## config.mk

```make
export PLATFORM = sky130hd
export DESIGN_NAME = drive_scheduler
export DESIGN_NICKNAME = d
export VERILOG_FILES = /design/src/rtl/drive_scheduler.sv
export SDC_FILE = /design/constraint.sdc
export NUM_CORES = 1
export LEC_CHECK = 0
export BUFFER_PORTS_ARGS = -buffer_cell sky130_fd_sc_hd__buf_2
export CORE_MARGIN = 2
export CORE_UTILIZATION = 50
export DETAILED_ROUTE_END_ITERATION = 10
export PLACE_DENSITY = 0.76
export SYNTH_ARGS = -nofsm -noshare
export SYNTH_HDL_FRONTEND = slang
export SYNTH_SLANG_ARGS = --single-unit
```

## constraint.sdc

```tcl
create_clock -name clk -period 2.6 [get_ports clk]
set_clock_uncertainty 0.15 [all_clocks]
set_input_delay 0.52 -clock clk [delete_from_list [all_inputs] [get_ports clk]]
set_output_delay 0.52 -clock clk [all_outputs]
set_load 0.02 [all_outputs]
```

## src/rtl/drive_scheduler.sv

```systemverilog
// Drive scheduler: sole owner of the four motion outputs. Conditions manual
// switches (with a stop dwell on gear reversal) or runs timed planner commands.
module drive_scheduler #(
  parameter int unsigned FWD_TICKS   = 500,
  parameter int unsigned TURN_TICKS  = 450,
  parameter int unsigned DWELL_TICKS = 250,
  parameter int unsigned CNT_W       = 32
) (
  input  logic       clk,
  input  logic       rst,
  input  logic [1:0] mode_i,
  input  logic       man_throttle_i,
  input  logic       man_brake_i,
  input  logic       man_reverse_i,
  input  logic       man_left_i,
  input  logic       man_right_i,
  input  logic       semi_valid_i,
  input  logic [2:0] semi_cmd_i,
  output logic       semi_ready_o,
  input  logic       auto_valid_i,
  input  logic [2:0] auto_cmd_i,
  output logic       auto_ready_o,
  output logic       move_fwd_o,
  output logic       move_back_o,
  output logic       turn_left_o,
  output logic       turn_right_o,
  output logic       cmd_done_o,
  output logic       cmd_abort_o,
  output logic       cmd_err_o
);

  typedef enum logic [2:0] {
    OFF,
    MAN_RUN,
    MAN_DWELL,
    CMD_IDLE,
    CMD_EXEC
  } state_e;

  localparam logic [1:0] ModeOff  = 2'b00;
  localparam logic [1:0] ModeMan  = 2'b01;
  localparam logic [1:0] ModeSemi = 2'b11;

  localparam logic [CNT_W-1:0] FwdLast   = CNT_W'(FWD_TICKS - 1);
  localparam logic [CNT_W-1:0] TurnLast  = CNT_W'(TURN_TICKS - 1);
  localparam logic [CNT_W-1:0] UturnLast = CNT_W'(2 * TURN_TICKS - 1);
  localparam logic [CNT_W-1:0] DwellLast = CNT_W'(DWELL_TICKS - 1);
  localparam logic [CNT_W-1:0] CntOne    = CNT_W'(1);

  state_e           state_q, state_d;
  logic [CNT_W-1:0] cnt_q, cnt_d;
  logic [1:0]       mode_q;
  logic             lastDir_q, lastDir_d;
  logic [2:0]       cmd_q, cmd_d;
  logic [3:0]       motion_q, motion_d;
  logic             done_q, done_d;
  logic             abort_q, abort_d;
  logic             err_q, err_d;

  logic       manGo, manFwd, manBack, manLeft, manRight;
  logic       accept;
  logic [2:0] selCmd;

  // Motion vector ordering used throughout: {fwd, back, left, right}
  function automatic logic [3:0] cmdMotion(input logic [2:0] cmd);
    case (cmd)
      3'b001:  cmdMotion = 4'b1000;
      3'b010:  cmdMotion = 4'b1010;
      3'b011:  cmdMotion = 4'b1001;
      3'b100:  cmdMotion = 4'b1010;
      default: cmdMotion = 4'b0000;
    endcase
  endfunction

  function automatic logic [CNT_W-1:0] cmdLast(input logic [2:0] cmd);
    case (cmd)
      3'b001:         cmdLast = FwdLast;
      3'b010, 3'b011: cmdLast = TurnLast;
      default:        cmdLast = UturnLast;
    endcase
  endfunction

  assign manGo    = man_throttle_i & ~man_brake_i;
  assign manFwd   = manGo & ~man_reverse_i;
  assign manBack  = manGo & man_reverse_i;
  assign manLeft  = man_left_i & ~man_right_i;
  assign manRight = man_right_i & ~man_left_i;

  assign semi_ready_o = (state_q == CMD_IDLE) && (mode_q == ModeSemi);
  assign auto_ready_o = (state_q == CMD_IDLE) && (mode_q == 2'b10);
  assign accept       = (semi_valid_i & semi_ready_o) | (auto_valid_i & auto_ready_o);
  assign selCmd       = (mode_q == ModeSemi) ? semi_cmd_i : auto_cmd_i;

  always_comb begin
    state_d   = state_q;
    cnt_d     = cnt_q;
    lastDir_d = lastDir_q;
    cmd_d     = cmd_q;
    motion_d  = 4'b0000;
    done_d    = 1'b0;
    abort_d   = 1'b0;
    err_d     = 1'b0;

    if (mode_i != mode_q) begin
      cnt_d   = '0;
      abort_d = (state_q == CMD_EXEC);
      case (mode_i)
        ModeOff: state_d = OFF;
        ModeMan: state_d = MAN_RUN;
        default: state_d = CMD_IDLE;
      endcase
    end else begin
      case (state_q)
        MAN_RUN: begin
          motion_d[1:0] = {manLeft, manRight};
          // A gear flip while the car is still rolling must stop it first
          if (manGo && (man_reverse_i != lastDir_q) && (motion_q[3] | motion_q[2])) begin
            state_d = MAN_DWELL;
            cnt_d   = '0;
          end else begin
            motion_d[3:2] = {manFwd, manBack};
          end
        end
        MAN_DWELL: begin
          motion_d[1:0] = {manLeft, manRight};
          if (cnt_q == DwellLast) begin
            state_d       = MAN_RUN;
            cnt_d         = '0;
            motion_d[3:2] = {manFwd, manBack};
          end else begin
            cnt_d = cnt_q + CntOne;
          end
        end
        CMD_IDLE: begin
          if (accept) begin
            cmd_d = selCmd;
            case (selCmd)
              3'b000: done_d = 1'b1;
              3'b001, 3'b010, 3'b011, 3'b100: begin
                state_d  = CMD_EXEC;
                cnt_d    = '0;
                motion_d = cmdMotion(selCmd);
              end
              default: begin
                done_d = 1'b1;
                err_d  = 1'b1;
              end
            endcase
          end
        end
        CMD_EXEC: begin
          if (cnt_q == cmdLast(cmd_q)) begin
            state_d = CMD_IDLE;
            cnt_d   = '0;
            done_d  = 1'b1;
          end else begin
            cnt_d    = cnt_q + CntOne;
            motion_d = cmdMotion(cmd_q);
          end
        end
        default: state_d = OFF;
      endcase
    end

    if (motion_d[3]) begin
      lastDir_d = 1'b0;
    end else if (motion_d[2]) begin
      lastDir_d = 1'b1;
    end
  end

  always_ff @(posedge clk or posedge rst) begin
    if (rst) begin
      state_q   <= OFF;
      cnt_q     <= '0;
      mode_q    <= 2'b00;
      lastDir_q <= 1'b0;
      cmd_q     <= 3'b000;
      motion_q  <= 4'b0000;
      done_q    <= 1'b0;
      abort_q   <= 1'b0;
      err_q     <= 1'b0;
    end else begin
      state_q   <= state_d;
      cnt_q     <= cnt_d;
      mode_q    <= mode_i;
      lastDir_q <= lastDir_d;
      cmd_q     <= cmd_d;
      motion_q  <= motion_d;
      done_q    <= done_d;
      abort_q   <= abort_d;
      err_q     <= err_d;
    end
  end

  assign move_fwd_o   = motion_q[3];
  assign move_back_o  = motion_q[2];
  assign turn_left_o  = motion_q[1];
  assign turn_right_o = motion_q[0];
  assign cmd_done_o   = done_q;
  assign cmd_abort_o  = abort_q;
  assign cmd_err_o    = err_q;

endmodule

```

==> run summary <==
Run status: finished, final reports clean
CP Max Fanout: 9
Max cap viols: 0
Synth Net Count: 373
Leak: 1.43 nW
Initial antenna violation count: 0
Die Width: 82.3 um
Worst Path Buf+Inv: 0
Crit start category: flop
All-Layer GR Usage: 21.3%
Vias per cell: 6.03
Worst skew pair latency: 300 ps
CTS clk-pin slew, worst paths: 90 ps
DR WL/cell: 15.2 um
Fmax: 408 MHz
H-tree levels: 2
Number of global-route vias before repair: 2427
Asr flop ratio synth: 100%
Sequential power share: 45.5%
Root Buffer: clkbuf_8
CP cell instances: o21bai_1 -> mux2i_1 -> a2111oi_4 -> o211ai_4 -> o21bai_4 -> mux2_4
Area delta synth->final: 11.1%
Die area: 6770 sq um
Area post-placement: 3270 sq um
Cts repair resizes: 0
Share of the synthesized area in the top cell type: 39.2%
DR iter-0 viols: 170
Type of destination of the critical path: flop
Placed insts: 450
Primary flip-flop cell chosen by synthesis mapping: dfrtp_1
Post-route ant nets: 0
Syn Area/Cell: 8.65 sq um
Max_slew headroom: 59.9%
PnR worst setup slack: 146 ps
Setup-failing EPs final: 0
Hold-fix buffers, CTS: 0
Area contributors post-synth: dfrtp_1, a31oi_1, nand2_1
Net Sw Power: 588 uW
Post-Route Utilization: 57.5%
Count of flip-flops with a built-in enable after synthesis: 0
Crit-path leading delay family: compound AO/OA/AOI/OAI gates
Comb power frac: 23.1%
Clock net sink count: 48
I/O Pins: 26
Num CTS Buffers: 5
GRT overflow: 0
Post-CTS Repair Setup Buffers: 0
Final RePlAce weighted congestion: 0.895
First drt pass iteration count: 4
Internal power: 1.32 mW
# diodes: 0
Cells after Synth: 354
P per Cell Area: 560 nW/um^2
Clk network pwr share: 31.4%
Register area share after synthesis: 39.2%
Synthesized area: 3060 sq um
Routed Wire Length: 6950 um
Overall power: 1.91 mW
Remaining DRCs: 0
Pin count of the biggest net entering global routing: 33
Min Tclk post-route: 2450 ps
Via count: 2761
Final Non-Filler Cells: 458
RSZ-0062 raised after global routing: false
CP required: 2650 ps
DP HPWL: 5040 um
Switching part of the total: 30.9%
CTS Buffer Depth: 2
Critical-path top delay cell: a2111oi_4
First-pass GRT wire length: 11200 um
Yosys warns: 0
Die height: 82.3 um
Final instance area: 3400 sq um
Setup TNS Final: 0 ps
Cell taking the most area after synthesis: dfrtp_1
Peak VDD IR: 0.000268 V
Worst-Margin Slew: 595 ps
Yosys cell types: 57
Port buffer count: 25
CP peak stage delay: 530 ps
Row cnt: 28
Final Max Slew Viols: 0
Critical path type: flop to flop
Pre-CTS setup slack: 113 ps
NumNets Final: 401
Core area: 5920 sq um
Final Hold Fails: 0
Share of layout cells above drive strength 1: 15.9%
TritonCTS clock tree: yes
Crit path DAT: 2500 ps
Worst Hold Class: input port to async pin
Initial Util: 51.7%
Hold WS: 49.6 ps
Final period utilization: 94.4%
Number of synthesized register bits: 48
synth_stat cells (7+ instances only):
cell / count
a21oi_1: 17
a31oi_1: 27
and3_1: 7
clkbuf_1: 7
dfrtp_1: 48
inv_1: 19
nand2_1: 41
nand2b_1: 10
nand3_1: 18
nand4_1: 11
nor2_1: 28
nor3_1: 7
nor4_1: 8
o21ai_0: 11
xnor2_1: 7
cell usage in the layout, fill, tap and decap left out, types with 7 or more instances in the layout:
cell      Yosys  layout
dfrtp_1      48      48
nand2_1      41      41
nor2_1       28      28
a31oi_1      27      27
buf_2         4      25
nand3_1      18      18
inv_1        19      18
a21oi_1      17      17
buf_4         0      12
nand4_1      11      11
o21ai_0      11      11
nand2b_1     10      10
xnor2_1       7       7
nor3_1        7       7
nor4_1        8       7
and3_1        7       7
clkbuf_8      0       7
path summary, 6_finish.rpt:
kind / startpoint / to / slack (ps) / depth (start not counted)
worst max-delay path: cmd_q[0] / state_q[1] / 150 / 6
worst min-delay path: rst / cnt_q[21] / 50 / 2
worst max register to register: cmd_q[0] / state_q[1] / 150 / 6
worst min register to register: cnt_q[31] / cnt_q[31] / 350 / 1
max in group asynchronous: rst / cmd_q[2] / 1520 / 3
min in group clk: mode_i[0] / mode_q[0] / 200 / 1
state kept, by name, indices dropped and copies added, names as in the netlist:
register,count
cmd_done_o,1
lastDir_q,1
cmd_abort_o,1
state_q,3
cmd_q,3
mode_q,2
cnt_q,32
cmd_err_o,1
motion_q,4
metal layers:
| layer | global-route usage [%] | vias up | wire, um |
|---|---|---|---|
| met5 | 0 | - | 0 |
| met4 | 7.67 | 0 | 104 |
| met3 | 2.39 | 13 | 216 |
| met2 | 34.2 | 57 | 3220 |
| met1 | 29.8 | 1345 | 3410 |
| li1 | - | 1346 | - |
final cells by class:
cell class / instances / area, sq um
timing repair buffer: 37 / 215
fill: 525 / 2520
clock inverter: 1 / 30.0
multi-input combinational: 271 / 1690
sequential: 48 / 1200
inverter: 19 / 71.3
tap: 75 / 93.8
clock buffer: 7 / 96.3
logic make-up (layout without fill, tap and decap cells):
group	count (synthesis)	in the layout	synth area share (%)
AND/OR/NAND/NOR	162	162	28.1
XOR/XNOR	9	9	2.57
adder cells (fa/ha/maj)	2	2	0.817
flip-flops	48	48	39.2
multiplexers	6	6	2.33
AO/OA/AOI/OAI	92	92	21.3
buffers and inverters	35	64	5.68
power groups by stage:
| stage | Sequential (mW) | Combinational (mW) | Clock (mW) |
|---|---|---|---|
| floorplan | 0.864 | 0.347 | 0 |
| global placement | 0.880 | 0.419 | 0 |
| detailed placement | 0.882 | 0.434 | 0 |
| CTS | 0.867 | 0.439 | 0.601 |
| global route | 0.876 | 0.487 | 0.631 |
| finish | 0.867 | 0.441 | 0.598 |
No activity file was read; power rests on OpenSTA's default activity.
